[src/rtl/csr_regfile_pkg.sv]
// csr_regfile_pkg: CSR addresses, interrupt codes, mstatus bit positions and
// the input/output port-group types shared by the CSR storage block.
package csr_regfile_pkg;
    localparam logic [11:0] csr_mstatus   = 12'h300;
    localparam logic [11:0] csr_misa      = 12'h301;
    localparam logic [11:0] csr_mie       = 12'h304;
    localparam logic [11:0] csr_mtvec     = 12'h305;
    localparam logic [11:0] csr_mscratch  = 12'h340;
    localparam logic [11:0] csr_mepc      = 12'h341;
    localparam logic [11:0] csr_mcause    = 12'h342;
    localparam logic [11:0] csr_mtval     = 12'h343;
    localparam logic [11:0] csr_mip       = 12'h344;
    localparam logic [11:0] csr_mcycle    = 12'hB00;
    localparam logic [11:0] csr_minstret  = 12'hB02;
    localparam logic [11:0] csr_mcycleh   = 12'hB80;
    localparam logic [11:0] csr_minstreth = 12'hB82;
    localparam logic [11:0] csr_cycle     = 12'hC00;
    localparam logic [11:0] csr_instret   = 12'hC02;
    localparam logic [11:0] csr_cycleh    = 12'hC80;
    localparam logic [11:0] csr_instreth  = 12'hC82;
    localparam logic [11:0] csr_mhartid   = 12'hF14;

    localparam logic [4:0] irq_code_mei = 5'd11;
    localparam logic [4:0] irq_code_msi = 5'd3;
    localparam logic [4:0] irq_code_mti = 5'd7;

    localparam int mstatus_mie  = 3;
    localparam int mstatus_mpie = 7;
    localparam logic [31:0] mie_mask = 32'h0000_0888;

    typedef struct packed {
        logic [11:0] raddr;
        logic        wren;
        logic [11:0] waddr;
        logic [31:0] wdata;
        logic        exc;
        logic [31:0] exc_cause;
        logic [31:0] exc_epc;
        logic [31:0] exc_tval;
        logic        mret;
        logic        inst_ret;
        logic        mtip;
        logic        msip;
        logic        meip;
    } csr_regfile_in_type;

    typedef struct packed {
        logic [31:0] rdata;
        logic        rillegal;
        logic        willegal;
        logic        irq;
        logic [31:0] irq_cause;
        logic [31:0] trap_pc;
        logic [31:0] mepc_out;
    } csr_regfile_out_type;

    function automatic logic csr_known(input logic [11:0] a);
        return a inside {csr_mstatus, csr_misa, csr_mie, csr_mtvec, csr_mscratch,
                         csr_mepc, csr_mcause, csr_mtval, csr_mip, csr_mcycle,
                         csr_minstret, csr_mcycleh, csr_minstreth, csr_cycle,
                         csr_instret, csr_cycleh, csr_instreth, csr_mhartid};
    endfunction
endpackage

[src/rtl/csr_regfile_if.sv]
// csr_regfile_if: read, commit, trap and interrupt signals between the core
// (master) and the CSR storage block (slave).
interface csr_regfile_if;
    logic [11:0] raddr;
    logic [31:0] rdata;
    logic        rillegal;
    logic        wren;
    logic [11:0] waddr;
    logic [31:0] wdata;
    logic        willegal;
    logic        exc;
    logic [31:0] exc_cause;
    logic [31:0] exc_epc;
    logic [31:0] exc_tval;
    logic        mret;
    logic        inst_ret;
    logic        mtip;
    logic        msip;
    logic        meip;
    logic        irq;
    logic [31:0] irq_cause;
    logic [31:0] trap_pc;
    logic [31:0] mepc_out;

    modport master (
        output raddr, wren, waddr, wdata, exc, exc_cause, exc_epc, exc_tval,
               mret, inst_ret, mtip, msip, meip,
        input  rdata, rillegal, willegal, irq, irq_cause, trap_pc, mepc_out
    );

    modport slave (
        input  raddr, wren, waddr, wdata, exc, exc_cause, exc_epc, exc_tval,
               mret, inst_ret, mtip, msip, meip,
        output rdata, rillegal, willegal, irq, irq_cause, trap_pc, mepc_out
    );
endinterface

[src/rtl/csr_regfile_counter64.sv]
// csr_counter64: 64-bit counter; a write to either half replaces that
// cycle's increment of the whole counter and leaves the other half alone.
module csr_counter64 (
    input  logic        clock,
    input  logic        reset,
    input  logic        i_inc,
    input  logic        i_wr_lo,
    input  logic        i_wr_hi,
    input  logic [31:0] i_wdata,
    output logic [63:0] o_value
);
    logic [63:0] r_count;

    always_ff @(posedge clock or negedge reset) begin
        if (!reset) r_count <= '0;
        else if (i_wr_lo) r_count[31:0] <= i_wdata;
        else if (i_wr_hi) r_count[63:32] <= i_wdata;
        else if (i_inc) r_count <= r_count + 64'd1;
    end

    assign o_value = r_count;
endmodule

[src/rtl/csr_regfile.sv]
// csr_regfile: machine-mode CSR storage with trap/MRET state, cycle and
// instret counters, and interrupt-pending evaluation for the redirect logic.
module csr_regfile
    import csr_regfile_pkg::*;
#(
    parameter logic [31:0] HARTID   = 32'd0,
    parameter logic [31:0] MISA_VAL = 32'h4000_1100
) (
    input logic          clock,
    input logic          reset,
    csr_regfile_if.slave bus
);
    csr_regfile_in_type  w_in;
    csr_regfile_out_type w_out;

    logic        r_mstatus_mie, r_mstatus_mpie;
    logic [31:0] r_mie, r_mtvec, r_mscratch, r_mepc, r_mcause, r_mtval;
    logic [31:0] w_mstatus, w_mip, w_pending, w_base, w_rdata, w_irq_cause, w_trap_pc;
    logic [63:0] w_mcycle, w_minstret;
    logic [4:0]  w_irq_code;
    logic        w_rillegal, w_willegal, w_wr, w_irq;

    assign w_in = '{raddr: bus.raddr, wren: bus.wren, waddr: bus.waddr, wdata: bus.wdata,
                    exc: bus.exc, exc_cause: bus.exc_cause, exc_epc: bus.exc_epc,
                    exc_tval: bus.exc_tval, mret: bus.mret, inst_ret: bus.inst_ret,
                    mtip: bus.mtip, msip: bus.msip, meip: bus.meip};

    // MPP is hardwired to machine mode; only MIE and MPIE are stored.
    assign w_mstatus = {19'b0, 2'b11, 3'b0, r_mstatus_mpie, 3'b0, r_mstatus_mie, 3'b0};
    assign w_mip     = {20'b0, w_in.meip, 3'b0, w_in.mtip, 3'b0, w_in.msip, 3'b0};

    always_comb begin
        w_rdata = '0;
        case (w_in.raddr)
            csr_mstatus:              w_rdata = w_mstatus;
            csr_misa:                 w_rdata = MISA_VAL;
            csr_mie:                  w_rdata = r_mie;
            csr_mtvec:                w_rdata = r_mtvec;
            csr_mscratch:             w_rdata = r_mscratch;
            csr_mepc:                 w_rdata = r_mepc;
            csr_mcause:               w_rdata = r_mcause;
            csr_mtval:                w_rdata = r_mtval;
            csr_mip:                  w_rdata = w_mip;
            csr_mhartid:              w_rdata = HARTID;
            csr_mcycle, csr_cycle:    w_rdata = w_mcycle[31:0];
            csr_mcycleh, csr_cycleh:  w_rdata = w_mcycle[63:32];
            csr_minstret, csr_instret:    w_rdata = w_minstret[31:0];
            csr_minstreth, csr_instreth:  w_rdata = w_minstret[63:32];
            default:                  w_rdata = '0;
        endcase
    end

    assign w_rillegal = !csr_known(w_in.raddr);
    assign w_willegal = w_in.wren && (!csr_known(w_in.waddr) || w_in.waddr[11:10] == 2'b11);
    assign w_wr       = w_in.wren && !w_willegal && !w_in.exc && !w_in.mret;

    always_ff @(posedge clock or negedge reset) begin
        if (!reset) begin
            r_mstatus_mie  <= 1'b0;
            r_mstatus_mpie <= 1'b0;
            r_mie          <= '0;
            r_mtvec        <= '0;
            r_mscratch     <= '0;
            r_mepc         <= '0;
            r_mcause       <= '0;
            r_mtval        <= '0;
        end else if (w_in.exc) begin
            r_mepc         <= {w_in.exc_epc[31:2], 2'b00};
            r_mcause       <= w_in.exc_cause;
            r_mtval        <= w_in.exc_tval;
            r_mstatus_mpie <= r_mstatus_mie;
            r_mstatus_mie  <= 1'b0;
        end else if (w_in.mret) begin
            r_mstatus_mie  <= r_mstatus_mpie;
            r_mstatus_mpie <= 1'b1;
        end else if (w_wr) begin
            case (w_in.waddr)
                csr_mstatus: begin
                    r_mstatus_mie  <= w_in.wdata[mstatus_mie];
                    r_mstatus_mpie <= w_in.wdata[mstatus_mpie];
                end
                csr_mie:      r_mie      <= w_in.wdata & mie_mask;
                csr_mtvec:    r_mtvec    <= w_in.wdata;
                csr_mscratch: r_mscratch <= w_in.wdata;
                csr_mepc:     r_mepc     <= {w_in.wdata[31:2], 2'b00};
                csr_mcause:   r_mcause   <= w_in.wdata;
                csr_mtval:    r_mtval    <= w_in.wdata;
                default: ;
            endcase
        end
    end

    csr_counter64 u_mcycle (
        .clock   (clock),
        .reset   (reset),
        .i_inc   (1'b1),
        .i_wr_lo (w_wr && w_in.waddr == csr_mcycle),
        .i_wr_hi (w_wr && w_in.waddr == csr_mcycleh),
        .i_wdata (w_in.wdata),
        .o_value (w_mcycle)
    );

    csr_counter64 u_minstret (
        .clock   (clock),
        .reset   (reset),
        .i_inc   (w_in.inst_ret),
        .i_wr_lo (w_wr && w_in.waddr == csr_minstret),
        .i_wr_hi (w_wr && w_in.waddr == csr_minstreth),
        .i_wdata (w_in.wdata),
        .o_value (w_minstret)
    );

    // Fixed priority MEI > MSI > MTI; the code equals the mip bit index.
    assign w_pending   = w_mip & r_mie;
    assign w_irq       = r_mstatus_mie && (w_pending != '0);
    assign w_irq_code  = w_pending[irq_code_mei] ? irq_code_mei :
                         w_pending[irq_code_msi] ? irq_code_msi : irq_code_mti;
    assign w_irq_cause = w_irq ? {1'b1, 26'b0, w_irq_code} : '0;

    assign w_base    = {r_mtvec[31:2], 2'b00};
    assign w_trap_pc = (r_mtvec[1:0] == 2'd1 && w_in.exc_cause[31]) ?
                       w_base + {25'b0, w_in.exc_cause[4:0], 2'b00} : w_base;

    assign w_out = '{rdata: w_rdata, rillegal: w_rillegal, willegal: w_willegal, irq: w_irq,
                     irq_cause: w_irq_cause, trap_pc: w_trap_pc, mepc_out: r_mepc};

    assign bus.rdata     = w_out.rdata;
    assign bus.rillegal  = w_out.rillegal;
    assign bus.willegal  = w_out.willegal;
    assign bus.irq       = w_out.irq;
    assign bus.irq_cause = w_out.irq_cause;
    assign bus.trap_pc   = w_out.trap_pc;
    assign bus.mepc_out  = w_out.mepc_out;
endmodule

[src/flat_wrapper.sv]
// flat-port wrapper written by rule: the top's interface ports become plain ports
module csr_regfile_flat import csr_regfile_pkg::*;
#(
    parameter logic [31:0] HARTID   = 32'd0,
    parameter logic [31:0] MISA_VAL = 32'h4000_1100
)
  (clock, reset, bus_raddr, bus_wren, bus_waddr, bus_wdata, bus_exc, bus_exc_cause, bus_exc_epc, bus_exc_tval, bus_mret, bus_inst_ret, bus_mtip, bus_msip, bus_meip, bus_rdata, bus_rillegal, bus_willegal, bus_irq, bus_irq_cause, bus_trap_pc, bus_mepc_out);
  csr_regfile_if bus_i ();
  input logic clock;
  input logic reset;
  input wire logic [$bits(bus_i.raddr)-1:0] bus_raddr;
  input wire logic [$bits(bus_i.wren)-1:0] bus_wren;
  input wire logic [$bits(bus_i.waddr)-1:0] bus_waddr;
  input wire logic [$bits(bus_i.wdata)-1:0] bus_wdata;
  input wire logic [$bits(bus_i.exc)-1:0] bus_exc;
  input wire logic [$bits(bus_i.exc_cause)-1:0] bus_exc_cause;
  input wire logic [$bits(bus_i.exc_epc)-1:0] bus_exc_epc;
  input wire logic [$bits(bus_i.exc_tval)-1:0] bus_exc_tval;
  input wire logic [$bits(bus_i.mret)-1:0] bus_mret;
  input wire logic [$bits(bus_i.inst_ret)-1:0] bus_inst_ret;
  input wire logic [$bits(bus_i.mtip)-1:0] bus_mtip;
  input wire logic [$bits(bus_i.msip)-1:0] bus_msip;
  input wire logic [$bits(bus_i.meip)-1:0] bus_meip;
  output wire logic [$bits(bus_i.rdata)-1:0] bus_rdata;
  output wire logic [$bits(bus_i.rillegal)-1:0] bus_rillegal;
  output wire logic [$bits(bus_i.willegal)-1:0] bus_willegal;
  output wire logic [$bits(bus_i.irq)-1:0] bus_irq;
  output wire logic [$bits(bus_i.irq_cause)-1:0] bus_irq_cause;
  output wire logic [$bits(bus_i.trap_pc)-1:0] bus_trap_pc;
  output wire logic [$bits(bus_i.mepc_out)-1:0] bus_mepc_out;
  assign bus_i.raddr = bus_raddr;
  assign bus_i.wren = bus_wren;
  assign bus_i.waddr = bus_waddr;
  assign bus_i.wdata = bus_wdata;
  assign bus_i.exc = bus_exc;
  assign bus_i.exc_cause = bus_exc_cause;
  assign bus_i.exc_epc = bus_exc_epc;
  assign bus_i.exc_tval = bus_exc_tval;
  assign bus_i.mret = bus_mret;
  assign bus_i.inst_ret = bus_inst_ret;
  assign bus_i.mtip = bus_mtip;
  assign bus_i.msip = bus_msip;
  assign bus_i.meip = bus_meip;
  assign bus_rdata = bus_i.rdata;
  assign bus_rillegal = bus_i.rillegal;
  assign bus_willegal = bus_i.willegal;
  assign bus_irq = bus_i.irq;
  assign bus_irq_cause = bus_i.irq_cause;
  assign bus_trap_pc = bus_i.trap_pc;
  assign bus_mepc_out = bus_i.mepc_out;
  csr_regfile #(.HARTID(HARTID), .MISA_VAL(MISA_VAL)) u_core (.clock(clock), .reset(reset), .bus(bus_i));
endmodule
[config.mk]
export PLATFORM = sky130hd
export DESIGN_NAME = csr_regfile_flat
export DESIGN_NICKNAME = d
export VERILOG_FILES = /design/src/rtl/csr_regfile_pkg.sv /design/src/rtl/csr_regfile_if.sv /design/src/rtl/csr_regfile_counter64.sv /design/src/rtl/csr_regfile.sv /design/src/flat_wrapper.sv
export SDC_FILE = /design/constraint.sdc
export NUM_CORES = 1
export LEC_CHECK = 0
export BUFFER_PORTS_ARGS = -buffer_cell sky130_fd_sc_hd__buf_2
export CORE_ASPECT_RATIO = 1.25
export CORE_MARGIN = 2
export CORE_UTILIZATION = 58
export DETAILED_ROUTE_END_ITERATION = 8
export GPL_TIMING_DRIVEN = 0
export PLACE_DENSITY = 0.81
export SYNTH_ARGS = -nofsm -noshare
export SYNTH_HDL_FRONTEND = slang
export SYNTH_SLANG_ARGS = --single-unit
export TNS_END_PERCENT = 1
[constraint.sdc]
create_clock -name clock -period 3.15 [get_ports clock]
set_input_delay 0.315 -clock clock [delete_from_list [all_inputs] [get_ports clock]]
set_output_delay 0.315 -clock clock [all_outputs]
set_load 0.02 [all_outputs]
==> impl_metrics.prom <==
# TYPE chip_impl_metric gauge
chip_impl_info{name="status",value="complete, but fails checks"} 1
chip_impl_info{name="failing_checks",value="hold timing, setup timing"} 1
chip_impl_metric{name="reg2reg_slack",unit="ns"} 0.04
chip_impl_metric{name="rr_worst_depth",unit=""} 7
chip_impl_metric{name="fin_tns_setup",unit="ns"} -1.03
chip_impl_metric{name="floorplan.die.width",unit="um"} 163
chip_impl_info{name="hold_class",value="primary input to flop"} 1
chip_impl_info{name="critPathSlowestCell",value="sky130_fd_sc_hd__nor4_2"} 1
chip_impl_metric{name="worst_slack",unit="ns"} -0.0863
chip_impl_metric{name="floorplan.initialDensity",unit="%"} 59.1
chip_impl_metric{name="final-hold-violation-count",unit=""} 1
chip_impl_metric{name="dpl.hpwl",unit="um"} 57100
chip_impl_metric{name="post_synth_num_cell_types",unit=""} 78
chip_impl_metric{name="power.switching_fraction",unit="%"} 28.7
chip_impl_metric{name="worst_ep_required_time",unit="ns"} 3.56
chip_impl_metric{name="crit_path_max_fanout",unit=""} 10
chip_impl_metric{name="finalNetCount",unit=""} 2506
chip_impl_metric{name="fin_total_pwr",unit="mW"} 9.42
chip_impl_info{name="crit_path_start_kind",value="primary input"} 1
chip_impl_info{name="worstHoldEndpoint",value="u_core.bus.mepc_out[15]"} 1
chip_impl_metric{name="route.antenna.remaining_nets",unit=""} 0
chip_impl_metric{name="clk_pin_slew_worst_paths",unit="ns"} 0.07
chip_impl_metric{name="drive_above_1_share",unit="%"} 23.6
chip_impl_metric{name="post_drt_via_cell_ratio",unit=""} 6.98
chip_impl_metric{name="core_region_area",unit="um^2"} 31100
chip_impl_info{name="crit_type",value="primary input to flop"} 1
chip_impl_metric{name="setup_viol_count_final",unit=""} 22
chip_impl_metric{name="power.density",unit="nW/um^2"} 435
chip_impl_info{name="series_of_cell_instances_along_the_critical_path",value="buf_2 -> or4b_2 -> clkbuf_1 -> nor4_2 -> clkbuf_1 -> o41ai_1 -> a221o_1"} 1
chip_impl_metric{name="areaGrowthSynthToFinish",unit="%"} 17.8
chip_impl_metric{name="data_arrival_time_at_the_worst_slack_endpoint",unit="ns"} 3.64
chip_impl_metric{name="report.final.slew_viol_count",unit=""} 0
chip_impl_metric{name="power_leakage",unit="nW"} 9.50
chip_impl_metric{name="initial_antenna_violation_count",unit=""} 1
chip_impl_metric{name="clk-insertion-delay-late",unit="ns"} 0.54
chip_impl_info{name="worst_path_top_cell_family_by_delay",value="simple AND/OR/NAND/NOR gates"} 1
chip_impl_metric{name="route.detailed.drc",unit=""} 0
chip_impl_metric{name="grt_pass1_wl",unit="um"} 113000
chip_impl_info{name="crit_path_end_kind",value="flop"} 1
chip_impl_metric{name="yosysSeqAreaShare",unit="%"} 39.6
chip_impl_metric{name="p_comb_share",unit="%"} 12.0
chip_impl_metric{name="grt_pass1_vias",unit=""} 18600
chip_impl_metric{name="routed-via-count",unit=""} 19300
chip_impl_metric{name="num-fill-cells",unit=""} 2522
chip_impl_metric{name="count_of_state_elements_after_synthesis",unit=""} 291
chip_impl_metric{name="final_area",unit="um^2"} 21600
chip_impl_metric{name="globalRouteOverflowTotal",unit=""} 0
chip_impl_metric{name="routedWlPerCell",unit="um"} 27.6
chip_impl_metric{name="vdd.ir_drop.worst",unit="mV"} 0.454
chip_impl_metric{name="timing.hold.worst_path_depth",unit=""} 2
chip_impl_metric{name="numClockSinks",unit=""} 291
chip_impl_info{name="grt_setup_unrepaired",value="yes"} 1
chip_impl_metric{name="die-area",unit="um^2"} 33100
chip_impl_metric{name="crit_buf_inv",unit=""} 3
chip_impl_metric{name="min_period",unit="ns"} 3.24
chip_impl_info{name="critical_path.most_common_cell",value="sky130_fd_sc_hd__clkbuf_1"} 1
chip_impl_metric{name="whs",unit="ns"} -0.000606
chip_impl_metric{name="critical-path-max-stage-delay",unit="ns"} 1.05
chip_impl_metric{name="synth-edff-count",unit=""} 0
chip_impl_metric{name="fmax",unit="MHz"} 309
chip_impl_metric{name="std_cell_rows",unit=""} 72
chip_impl_info{name="cts_tree",value="done"} 1
chip_impl_metric{name="syn_inst",unit=""} 2035
chip_impl_metric{name="fraction_of_registers_with_async_set_or_reset_after_synthesis",unit="%"} 100
chip_impl_metric{name="max_slew_margin",unit="%"} 8.36
chip_impl_metric{name="p_sw",unit="mW"} 2.70
chip_impl_metric{name="first_iter_violations",unit=""} 3058
chip_impl_metric{name="cts_inserted_buffers",unit=""} 34
chip_impl_metric{name="regArea",unit="um^2"} 7280
chip_impl_metric{name="drt_wl_total",unit="um"} 76500
chip_impl_metric{name="synth.cell_area",unit="um^2"} 18400
chip_impl_metric{name="place.port_buffers",unit=""} 225
chip_impl_metric{name="io_pins",unit=""} 292
chip_impl_metric{name="cts.htree.levels",unit=""} 2
chip_impl_metric{name="grt_util_all_layers",unit="%"} 45.5
chip_impl_metric{name="syn_avg_cell_area",unit="um^2"} 9.03
chip_impl_info{name="rr_startpoint",value="u_core.u_mcycle.o_value[0]"} 1
chip_impl_info{name="synthFlopType",value="sky130_fd_sc_hd__dfrtp_1"} 1
chip_impl_metric{name="gp_routability_congestion",unit=""} 1.02
chip_impl_metric{name="synthesis.yosys.warnings",unit=""} 0
chip_impl_metric{name="tightestPinTransition",unit="ns"} 1.36
chip_impl_metric{name="finish.utilization",unit="%"} 69.6
chip_impl_metric{name="clockPowerShare",unit="%"} 42.9
chip_impl_metric{name="grt_start_max_net_pins",unit=""} 123
chip_impl_info{name="min-delay-start",value="bus_exc_epc[15]"} 1
chip_impl_metric{name="p_seq_share",unit="%"} 45.0
chip_impl_info{name="crit-reg2reg-capture",value="u_core.u_mcycle.o_value[62]"} 1
chip_impl_metric{name="p_int",unit="mW"} 6.72
chip_impl_metric{name="cap_viol_max_count",unit=""} 0
chip_impl_info{name="ctsRootBufferMaster",value="sky130_fd_sc_hd__clkbuf_16"} 1
chip_impl_metric{name="multi_input_area",unit="um^2"} 10300
chip_impl_metric{name="finClkSkew",unit="ns"} 0.0244
chip_impl_metric{name="final_min_period_over_clock_period",unit="%"} 103
chip_impl_metric{name="dr.pass1.iters",unit=""} 9
chip_impl_metric{name="clockBufferDepth",unit=""} 3
chip_impl_metric{name="insertedDiodeCount",unit=""} 0
chip_impl_metric{name="post_dp_cell_area",unit="um^2"} 20200
chip_impl_metric{name="die_height",unit="um"} 203
## synthesized netlist by cell type (19+ instances only)
cell type / n / area share, %
sky130_fd_sc_hd__and3_1: 34 / 1.2
sky130_fd_sc_hd__xor2_1: 38 / 1.8
sky130_fd_sc_hd__nand2_1: 252 / 5.1
sky130_fd_sc_hd__dfrtp_1: 291 / 40
sky130_fd_sc_hd__a21oi_1: 79 / 2.2
sky130_fd_sc_hd__clkbuf_1: 108 / 2.2
sky130_fd_sc_hd__o21ai_0: 121 / 3.3
sky130_fd_sc_hd__mux2_2: 118 / 7.2
sky130_fd_sc_hd__inv_1: 30 / 0.61
sky130_fd_sc_hd__nand3_1: 107 / 2.9
sky130_fd_sc_hd__o211ai_1: 30 / 1.2
sky130_fd_sc_hd__mux2_1: 26 / 1.6
sky130_fd_sc_hd__mux2i_1: 50 / 2.7
sky130_fd_sc_hd__nor4_1: 20 / 0.68
sky130_fd_sc_hd__a221o_1: 31 / 1.7
sky130_fd_sc_hd__buf_4: 34 / 1.4
sky130_fd_sc_hd__nor3_1: 55 / 1.5
sky130_fd_sc_hd__buf_2: 48 / 1.3
sky130_fd_sc_hd__nor2b_1: 34 / 1.2
sky130_fd_sc_hd__a22oi_1: 34 / 1.4
sky130_fd_sc_hd__a222oi_1: 32 / 1.7
sky130_fd_sc_hd__nor2_1: 89 / 1.8
sky130_fd_sc_hd__xnor2_1: 42 / 2.0
sky130_fd_sc_hd__a31oi_1: 44 / 1.5
sky130_fd_sc_hd__and2_1: 19 / 0.65
sky130_fd_sc_hd__nand4_1: 66 / 2.2
sky130_fd_sc_hd__or3_1: 23 / 0.78
## layout make-up
cell class	instances	area share [%]
multi-input combinational	1545	47.8
tap	407	2.35
timing repair buffer	237	5.98
inverter	30	0.520
clock buffer	50	4.67
buffer	198	4.58
clock inverter	11	0.474
sequential	291	33.7
## power groups by stage
stage	sequential [mW]	combinational, mW	clock [mW]
6_report	4.24	1.13	4.04
3_3_place_gp	4.28	1.05	0
2_1_floorplan	4.24	0.602	0
3_5_place_dp	4.28	1.09	0
5_1_grt	4.25	1.22	4.18
4_1_cts	4.22	1.11	4.01
## registers in the layout (all words and copies together) (netlist names)
signal                     count
u_core.r_mstatus_mie           1
u_core.u_minstret.o_value     64
u_core.bus.mepc_out           30
u_core.r_mscratch             32
u_core.r_mtvec                32
u_core.r_mstatus_mpie          1
u_core.r_mcause               32
u_core.r_mtval                32
u_core.u_mcycle.o_value       64
u_core.r_mie                   3
## how the worst max path moves through the flow
stage | startpoint | to | slack (ns) | depth (start not counted)
floorplan | bus_raddr[11] | bus_rdata[19] | 0.50 | 9
global placement | reset | u_core.bus.mepc_out[21] | -3.94 | 1
detailed placement | bus_raddr[11] | bus_rdata[10] | -0.53 | 8
CTS | u_core.r_mtvec[2] | bus_trap_pc[18] | -0.04 | 10
global route | u_core.r_mtvec[2] | bus_trap_pc[18] | -0.18 | 10
finish | bus_waddr[0] | u_core.u_minstret.o_value[34] | -0.09 | 7
## layout by cell type, fill, tap and decap left out, types with 26 or more instances in the layout
cell                        count
sky130_fd_sc_hd__buf_2        262
sky130_fd_sc_hd__xnor2_1       39
sky130_fd_sc_hd__clkbuf_1      98
sky130_fd_sc_hd__o21ai_0      121
sky130_fd_sc_hd__buf_4         50
sky130_fd_sc_hd__nor2_1        87
sky130_fd_sc_hd__nor3_1        49
sky130_fd_sc_hd__a21oi_1       77
sky130_fd_sc_hd__a31oi_1       44
sky130_fd_sc_hd__a22oi_1       34
sky130_fd_sc_hd__nand2_1      252
sky130_fd_sc_hd__xor2_1        38
sky130_fd_sc_hd__clkbuf_16     34
sky130_fd_sc_hd__nor2b_1       34
sky130_fd_sc_hd__o211ai_1      30
sky130_fd_sc_hd__nand4_1       66
sky130_fd_sc_hd__mux2_1        26
sky130_fd_sc_hd__inv_1         30
sky130_fd_sc_hd__mux2i_1       50
sky130_fd_sc_hd__dfrtp_1      289
sky130_fd_sc_hd__a222oi_1      32
sky130_fd_sc_hd__and3_1        31
sky130_fd_sc_hd__a221o_1       31
sky130_fd_sc_hd__nand3_1      107
sky130_fd_sc_hd__conb_1        31
sky130_fd_sc_hd__mux2_2       118
## kinds of logic (layout without fill, tap and decap cells)
logic type	after synthesis	in the layout	synth area share, %
fa+ha+maj	8	8	0.586
simple gates	774	774	21.7
other cells	1	31	0.0204
compound gates	458	458	16.8
buf+inv	229	526	5.82
mux	194	194	11.6
flops	291	291	39.6
xor+xnor	80	80	3.81
## what timing repair did
action                     4_1_cts  5_1_grt
setup buffers                    5        1
hold buffers                     4        0
pin swaps                        6        8
hold endpoints to repair       100        0
resized for setup               38       35
setup endpoints to repair       63      103
## per-stage QoR
stage / cells / worst slack (ns)
2_1_floorplan: 2065 / 0.502
3_3_place_gp: 2697 / -3.94
3_5_place_dp: 2699 / -0.531
4_1_cts: 2768 / -0.0438
5_1_grt: 2769 / -0.183
6_report: 2769 / -0.0863
## layer usage
layer  share of wire (%)  GRT usage [%]  wire length (um)
met3                  11           9.23              8790
met2                  46           72.3             34900
met1                  35           55.3             26500
met5                   0              0                 0
met4                 8.3           31.9              6370
Note: power is estimated with default switching activity, not from simulation.
